[src/rtl/board_perm_gen_if.sv]
// Board-select request/response bundle between the board-select front end
// (master) and the permutation generator (slave).
interface board_perm_gen_if #(
  parameter int N_PIECES = 4,
  parameter int PW       = 3,
  parameter int IDX_W    = 5
);
  logic [1:0]             game_status;
  logic                   set;
  logic                   random;
  logic [IDX_W-1:0]       num;
  logic [N_PIECES*PW-1:0] out;
  logic                   busy;
  logic                   done;
  logic                   err;

  modport master (
    output game_status, set, random, num,
    input  out, busy, done, err
  );

  modport slave (
    input  game_status, set, random, num,
    output out, busy, done, err
  );
endinterface

[src/rtl/board_perm_gen.sv]
// Starting-board generator: produces an N-piece permutation of codes 0..N-1,
// either from a lexicographic rank (factoradic, one compare/subtract per
// cycle) or from an LFSR with per-digit rejection sampling.
//
// state   | meaning
// --------+--------------------------------------------------------------
// S_IDLE  | waiting for set while game_status is CHOSE_BOARD
// S_CALC  | derive digit d for slot i (subtract loop or LFSR sample)
// S_PLACE | move pool[d] into work[i], compact the pool
// S_LOAD  | publish work on out, pulse done
module board_perm_gen #(
  parameter int          N_PIECES  = 4,
  parameter int          PW        = 3,
  parameter int          IDX_W     = 5,
  parameter logic [15:0] LFSR_SEED = 16'hACE1
) (
  input  logic            clk_d,
  input  logic            rst,
  board_perm_gen_if.slave bus
);

  localparam int DW = $clog2(N_PIECES);
  localparam int OW = N_PIECES * PW;

  // k! for k = 0..8, the full supported range of N_PIECES
  localparam int unsigned FACT [0:8] = '{1, 1, 2, 6, 24, 120, 720, 5040, 40320};
  localparam logic [IDX_W:0] FACT_N = (IDX_W+1)'(FACT[N_PIECES]);
  localparam logic [DW-1:0]  LAST_I = DW'(N_PIECES - 2);

  typedef enum logic [1:0] {
    S_IDLE  = 2'd0,
    S_CALC  = 2'd1,
    S_PLACE = 2'd2,
    S_LOAD  = 2'd3
  } state_t;

  function automatic logic [OW-1:0] identity_board();
    logic [OW-1:0] b;
    b = '0;
    for (int k = 0; k < N_PIECES; k++) begin
      b[(N_PIECES-1-k)*PW +: PW] = PW'(k);
    end
    return b;
  endfunction

  state_t           r_state;
  state_t           w_state_nxt;

  logic [15:0]      r_lfsr;
  logic             w_lfsr_fb;
  logic [DW-1:0]    w_s;
  logic [DW:0]      w_left;
  logic             w_s_ok;

  logic [OW-1:0]    r_out;
  logic [OW-1:0]    w_work_flat;
  logic [PW-1:0]    r_work    [N_PIECES];
  logic [PW-1:0]    r_pool    [N_PIECES];
  logic [PW-1:0]    w_pool_rm [N_PIECES];
  logic [PW-1:0]    w_pick;

  logic [IDX_W-1:0] r_rem;
  logic [IDX_W-1:0] w_fact;
  logic [DW-1:0]    r_i;
  logic [DW-1:0]    r_d;
  logic             r_mode;
  logic             r_err;

  logic             w_active;
  logic             w_num_bad;
  logic             w_last;
  logic             w_start;
  logic             w_reject;
  logic             w_sub;
  logic             w_take_s;
  logic             w_place;
  logic             w_load;

  assign w_active  = (bus.game_status == 2'b00);
  assign w_num_bad = ({1'b0, bus.num} >= FACT_N);
  assign w_last    = (r_i == LAST_I);

  // Fibonacci taps 16,14,13,11; sample is the low DW bits
  assign w_lfsr_fb = r_lfsr[15] ^ r_lfsr[13] ^ r_lfsr[12] ^ r_lfsr[10];
  assign w_s       = r_lfsr[DW-1:0];
  assign w_left    = (DW+1)'(N_PIECES) - {1'b0, r_i};
  assign w_s_ok    = ({1'b0, w_s} < w_left);

  // Weight of the current digit: (N-1-i)!
  always_comb begin
    w_fact = '0;
    for (int k = 0; k < N_PIECES; k++) begin
      if (r_i == DW'(k)) w_fact = IDX_W'(FACT[N_PIECES-1-k]);
    end
  end

  // Selected pool entry and the pool with that entry removed (higher ones slide down)
  always_comb begin
    w_pick = '0;
    for (int k = 0; k < N_PIECES; k++) begin
      if (r_d == DW'(k)) w_pick = r_pool[k];
    end
    for (int k = 0; k < N_PIECES; k++) begin
      w_pool_rm[k] = r_pool[k];
    end
    for (int k = 0; k < N_PIECES - 1; k++) begin
      if (DW'(k) >= r_d) w_pool_rm[k] = r_pool[k+1];
    end
    w_pool_rm[N_PIECES-1] = '0;
  end

  // Flatten the work slots, slot 0 in the MSBs
  always_comb begin
    w_work_flat = '0;
    for (int k = 0; k < N_PIECES; k++) begin
      w_work_flat[(N_PIECES-1-k)*PW +: PW] = r_work[k];
    end
  end

  // State register
  always_ff @(posedge clk_d or posedge rst) begin
    if (rst) r_state <= S_IDLE;
    else     r_state <= w_state_nxt;
  end

  // Next-state and datapath strobes; leaving CHOSE_BOARD aborts any generation
  always_comb begin
    w_state_nxt = r_state;
    w_start     = 1'b0;
    w_reject    = 1'b0;
    w_sub       = 1'b0;
    w_take_s    = 1'b0;
    w_place     = 1'b0;
    w_load      = 1'b0;
    case (r_state)
      S_IDLE: begin
        if (bus.set && w_active) begin
          if (!bus.random && w_num_bad) begin
            w_reject = 1'b1;
          end else begin
            w_start     = 1'b1;
            w_state_nxt = S_CALC;
          end
        end
      end
      S_CALC: begin
        if (!w_active) begin
          w_state_nxt = S_IDLE;
        end else if (r_mode) begin
          if (w_s_ok) begin
            w_take_s    = 1'b1;
            w_state_nxt = S_PLACE;
          end
        end else if (r_rem >= w_fact) begin
          w_sub = 1'b1;
        end else begin
          w_state_nxt = S_PLACE;
        end
      end
      S_PLACE: begin
        if (!w_active) begin
          w_state_nxt = S_IDLE;
        end else begin
          w_place     = 1'b1;
          w_state_nxt = w_last ? S_LOAD : S_CALC;
        end
      end
      S_LOAD: begin
        w_load      = w_active;
        w_state_nxt = S_IDLE;
      end
      default: w_state_nxt = S_IDLE;
    endcase
  end

  // LFSR, rank/digit counters, pool/work slots and the published board
  always_ff @(posedge clk_d or posedge rst) begin
    if (rst) begin
      r_lfsr <= LFSR_SEED;
      r_out  <= identity_board();
      r_rem  <= '0;
      r_i    <= '0;
      r_d    <= '0;
      r_mode <= 1'b0;
      r_err  <= 1'b0;
      for (int k = 0; k < N_PIECES; k++) begin
        r_pool[k] <= PW'(k);
        r_work[k] <= PW'(k);
      end
    end else begin
      r_lfsr <= {r_lfsr[14:0], w_lfsr_fb};
      r_err  <= w_reject;
      if (w_start) begin
        r_mode <= bus.random;
        r_rem  <= bus.num;
        r_i    <= '0;
        r_d    <= '0;
        for (int k = 0; k < N_PIECES; k++) begin
          r_pool[k] <= PW'(k);
        end
      end
      if (w_sub) begin
        r_rem <= r_rem - w_fact;
        r_d   <= r_d + 1'b1;
      end
      if (w_take_s) begin
        r_d <= w_s;
      end
      if (w_place) begin
        for (int k = 0; k < N_PIECES; k++) begin
          if (r_i == DW'(k)) r_work[k] <= w_pick;
          r_pool[k] <= w_pool_rm[k];
        end
        // with one code left, it can only go in the final slot
        if (w_last) r_work[N_PIECES-1] <= w_pool_rm[0];
        else        r_i <= r_i + 1'b1;
        r_d <= '0;
      end
      if (w_load) begin
        r_out <= w_work_flat;
      end
    end
  end

  assign bus.out  = r_out;
  assign bus.busy = (r_state != S_IDLE);
  assign bus.done = w_load;
  assign bus.err  = r_err;

endmodule

[src/flat_wrapper.sv]
// flat-port wrapper written by rule: the top's interface ports become plain ports
module board_perm_gen_flat 
#(
  parameter int          N_PIECES  = 4,
  parameter int          PW        = 3,
  parameter int          IDX_W     = 5,
  parameter logic [15:0] LFSR_SEED = 16'hACE1
)
  (clk_d, rst, bus_game_status, bus_set, bus_random, bus_num, bus_out, bus_busy, bus_done, bus_err);
  board_perm_gen_if #(.N_PIECES(N_PIECES), .PW(PW), .IDX_W(IDX_W)) bus_i ();
  input  logic clk_d;
  input  logic rst;
  input wire logic [$bits(bus_i.game_status)-1:0] bus_game_status;
  input wire logic [$bits(bus_i.set)-1:0] bus_set;
  input wire logic [$bits(bus_i.random)-1:0] bus_random;
  input wire logic [$bits(bus_i.num)-1:0] bus_num;
  output wire logic [$bits(bus_i.out)-1:0] bus_out;
  output wire logic [$bits(bus_i.busy)-1:0] bus_busy;
  output wire logic [$bits(bus_i.done)-1:0] bus_done;
  output wire logic [$bits(bus_i.err)-1:0] bus_err;
  assign bus_i.game_status = bus_game_status;
  assign bus_i.set = bus_set;
  assign bus_i.random = bus_random;
  assign bus_i.num = bus_num;
  assign bus_out = bus_i.out;
  assign bus_busy = bus_i.busy;
  assign bus_done = bus_i.done;
  assign bus_err = bus_i.err;
  board_perm_gen #(.N_PIECES(N_PIECES), .PW(PW), .IDX_W(IDX_W), .LFSR_SEED(LFSR_SEED)) u_core (.clk_d(clk_d), .rst(rst), .bus(bus_i));
endmodule
[config.mk]
export PLATFORM = sky130hd
export DESIGN_NAME = board_perm_gen_flat
export DESIGN_NICKNAME = d
export VERILOG_FILES = /design/src/rtl/board_perm_gen_if.sv /design/src/rtl/board_perm_gen.sv /design/src/flat_wrapper.sv
export SDC_FILE = /design/constraint.sdc
export NUM_CORES = 1
export LEC_CHECK = 0
export CORE_MARGIN = 5
export CORE_UTILIZATION = 50
export DETAILED_ROUTE_END_ITERATION = 16
export PLACE_DENSITY = 0.82
export SLEW_MARGIN = 10
export SYNTH_ARGS = -nofsm -noshare
export SYNTH_HDL_FRONTEND = slang
export SYNTH_SLANG_ARGS = --single-unit
[constraint.sdc]
create_clock -name clk_d -period 6.8 [get_ports clk_d]
set_input_delay 1.7 -clock clk_d [delete_from_list [all_inputs] [get_ports clk_d]]
set_output_delay 1.7 -clock clk_d [all_outputs]
set_load 0.01 [all_outputs]
==> impl_metrics.tcl <==
set metrics [dict create \
    outcome "finished clean" \
    clk_latency_ps 350 \
    clockBufferDepth 2 \
    drive_gt1_share_pct 21.4 \
    rsz0062_at_grt "no" \
    synth_flop_cell "dfrtp_1" \
    post_cts_resized 0 \
    whs_ps 350 \
    grt_max_degree 62 \
    drt-met1-wl_mm 2.36 \
    die_w_um 85.3 \
    dp_slack_ps 1640 \
    worstSetupPathType "in2out" \
    dr.pass1.iters 4 \
    power_density_nw_per_um2 258 \
    fin_crit_sh_pct 76.0 \
    maxCapViolations 0 \
    routabilityCongestion 0.870 \
    crit_path_end_kind "output port" \
    finalMaxSlewViolations 0 \
    cp_data_arrival_time_ps 3470 \
    grt_pass1_wl_mm 9.20 \
    min_period_ps 5170 \
    drc 0 \
    wl_met2_mm 2.57 \
    vdd_drop_max_v 0.000190 \
    seqPwrFrac_pct 45.5 \
    crit_required_ps 5100 \
    ioPinCount 26 \
    crit_top_cell "clkdlybuf4s50_1" \
    syn_to_final_growth_pct 19.2 \
    synth-warning-count 0 \
    p_sw_uw 233 \
    critPathLaunchType "input port" \
    topRoutingLayerUsed "met4" \
    vias_per_cell 5.49 \
    max_stage_delay_ps 560 \
    die_height_um 85.3 \
    tightest_slew_ps 732 \
    post_drt_wl_per_cell_um 15.3 \
    reg2regPathDepth 10 \
    cts_setup_buffers 0 \
    min_path_type "reg2reg" \
    final_common_cell "dfrtp_1" \
    die_area_um2 7280 \
    combPwrFrac_pct 13.6 \
    coreArea_um2 5510 \
    path_clk_slew_ps 60 \
    whs_path_depth 0 \
    dp_hpwl_mm 3.79 \
    grt_overflow 0 \
    path_max_fanout 13 \
    cts_max_level 3 \
    fin_skew_ps 10.4 \
    synth_nets 263 \
    ant_nets 0 \
    fin_tns_setup_ps 0 \
    cts_buffers 9 \
    hold_buffers 0 \
    grt_usage_pct 16.5 \
    pwr-share-clk_pct 40.9 \
    final_nets 296 \
    start_util_pct 51.5 \
    path_cells "clkdlybuf4s50_1, or2_1, nor3_2, buf_4, clkdlybuf4s50_1" \
    fin_total_pwr_uw 873 \
    n_antenna_cell 0 \
    drtIter0Drc 122 \
    final_hold_viol_count 0 \
    root_buffer "clkbuf_8" \
    antenna_found_initial 0 \
    synth-edff-count 0 \
    internal-power_uw 640 \
    cts_tree "yes" \
    rows 27 \
    yosysUniqueCellTypes 54 \
    swShare_pct 26.7 \
    clock_sinks 61 \
    fin_ws_ps 1630 \
    cp_slowest_cell "clkdlybuf4s50_1" \
    netlist_area_um2 2840 \
    ys_seq_area_share_pct 54.7 \
    portBuffers 25 \
    fmaxAchievable_ghz 0.193 \
    mostFrequentLayoutCells "dfrtp_1, clkdlybuf4s50_1, dfstp_2, inv_1, nand2_1" \
    final-setup-viol-count 0 \
    synth.avg_cell_area_um2 11.9 \
    syn_inst 238 \
    fin_util_pct 61.4 \
    yosys_register_bits 61 \
    route.met3.wl_um 282 \
    relSlewSlack_pct 51.2 \
    p_leak_uw 0.00154 \
    synthArstFlopShare_pct 100 \
    route.vias.total 1912 \
    grt_pass1_vias 1917 \
    drt-total-wl_mm 5.32 \
]
[cells in the mapped netlist, drive strengths merged, types with 2 or more instances]
cell / count / area share (%)
buf: 3 / 0.84
nor2: 15 / 2.1
mux2: 18 / 7.1
ha: 13 / 5.7
dfstp: 19 / 18
o21ai: 10 / 1.8
nand2: 16 / 2.1
or2: 3 / 0.66
a21o: 2 / 0.53
nor2b: 5 / 1.1
a211oi: 5 / 1.8
o22ai: 2 / 0.44
xnor2: 4 / 1.2
nand3: 4 / 0.71
nor3b: 2 / 0.53
a21oi: 9 / 1.6
o31ai: 2 / 0.53
nor3: 9 / 2.7
a31oi: 6 / 1.3
inv: 18 / 2.4
a221o: 3 / 1.1
a22oi: 4 / 1.1
mux2i: 2 / 0.71
dfrtp: 42 / 37
clkbuf: 2 / 0.26
[metrics by stage]
step	area (um^2)	instances
2_1_floorplan	2840	238
3_3_place_gp	3160	332
3_5_place_dp	3160	332
4_1_cts	3380	348
5_1_grt	3380	348
6_report	3380	348
[path summary, 6_finish.rpt]
check                                                start                     endpoint  slack [ps]
worst max-delay path                    bus_game_status[1]                     bus_done        1630
worst min-delay path            u_core.r_lfsr[3]$_DFF_PP0_   u_core.r_lfsr[4]$_DFF_PP0_         350
worst max register to register     u_core.r_i[0]$_DFF_PP0_  u_core.r_rem[1]$_DFFE_PP0P_        3740
worst min register to register  u_core.r_lfsr[3]$_DFF_PP0_   u_core.r_lfsr[4]$_DFF_PP0_         350
max in group asynchronous                              rst      u_core.r_i[0]$_DFF_PP0_        4440
min in group asynchronous                              rst  u_core.r_lfsr[12]$_DFF_PP0_        1890
[state kept, by name, summed over array words and instances, names as in the netlist, 2 cells and up]
signal,count
u_core.bus.out,12
u_core.r_d,2
u_core.r_i,2
u_core.r_lfsr,16
u_core.r_pool,8
u_core.r_rem,5
u_core.r_state,2
u_core.r_work,12
[power by group through the flow]
stage	Sequential (uW)	Clock, uW	Combinational (uW)
after floorplan	399	0	92.7
final	397	357	119
after global routing	399	382	133
after CTS	397	364	119
after global placement	402	0	115
after detailed placement	404	0	119
[critical path: cells and delay by family]
family,cells,cell delay (ps)
AND/OR/NAND/NOR,2,540
buffers and inverters,3,1220
[kinds of logic (layout without fill, tap and decap cells)]
| logic type | count (synthesis) | in the layout | synth area share (%) |
|---|---|---|---|
| buffers and inverters | 23 | 61 | 3.49 |
| AND/OR/NAND/NOR | 64 | 64 | 12.6 |
| multiplexers | 20 | 20 | 7.86 |
| AO/OA/AOI/OAI | 51 | 51 | 13.4 |
| flip-flops | 61 | 61 | 54.7 |
| XOR/XNOR | 5 | 5 | 1.54 |
| adder cells (fa/ha/maj) | 14 | 14 | 6.44 |
[cell type report]
cell class,instances,area [um^2]
Fill cell,420,2130
Sequential cell,61,1550
Multi-Input combinational cell,154,1190
Timing Repair Buffer,27,265
Clock buffer,9,124
Clock inverter,7,97.6
Tap cell,72,90.1
Inverter,18,67.6
[routing by layer]
layer | track usage, % | vias to the layer above
li1 | - | 912
met2 | 26.0 | 49
met4 | 6.47 | 0
met5 | 0 | -
met1 | 20.7 | 943
met3 | 5.92 | 8
Power figures use the tool's default switching activity.
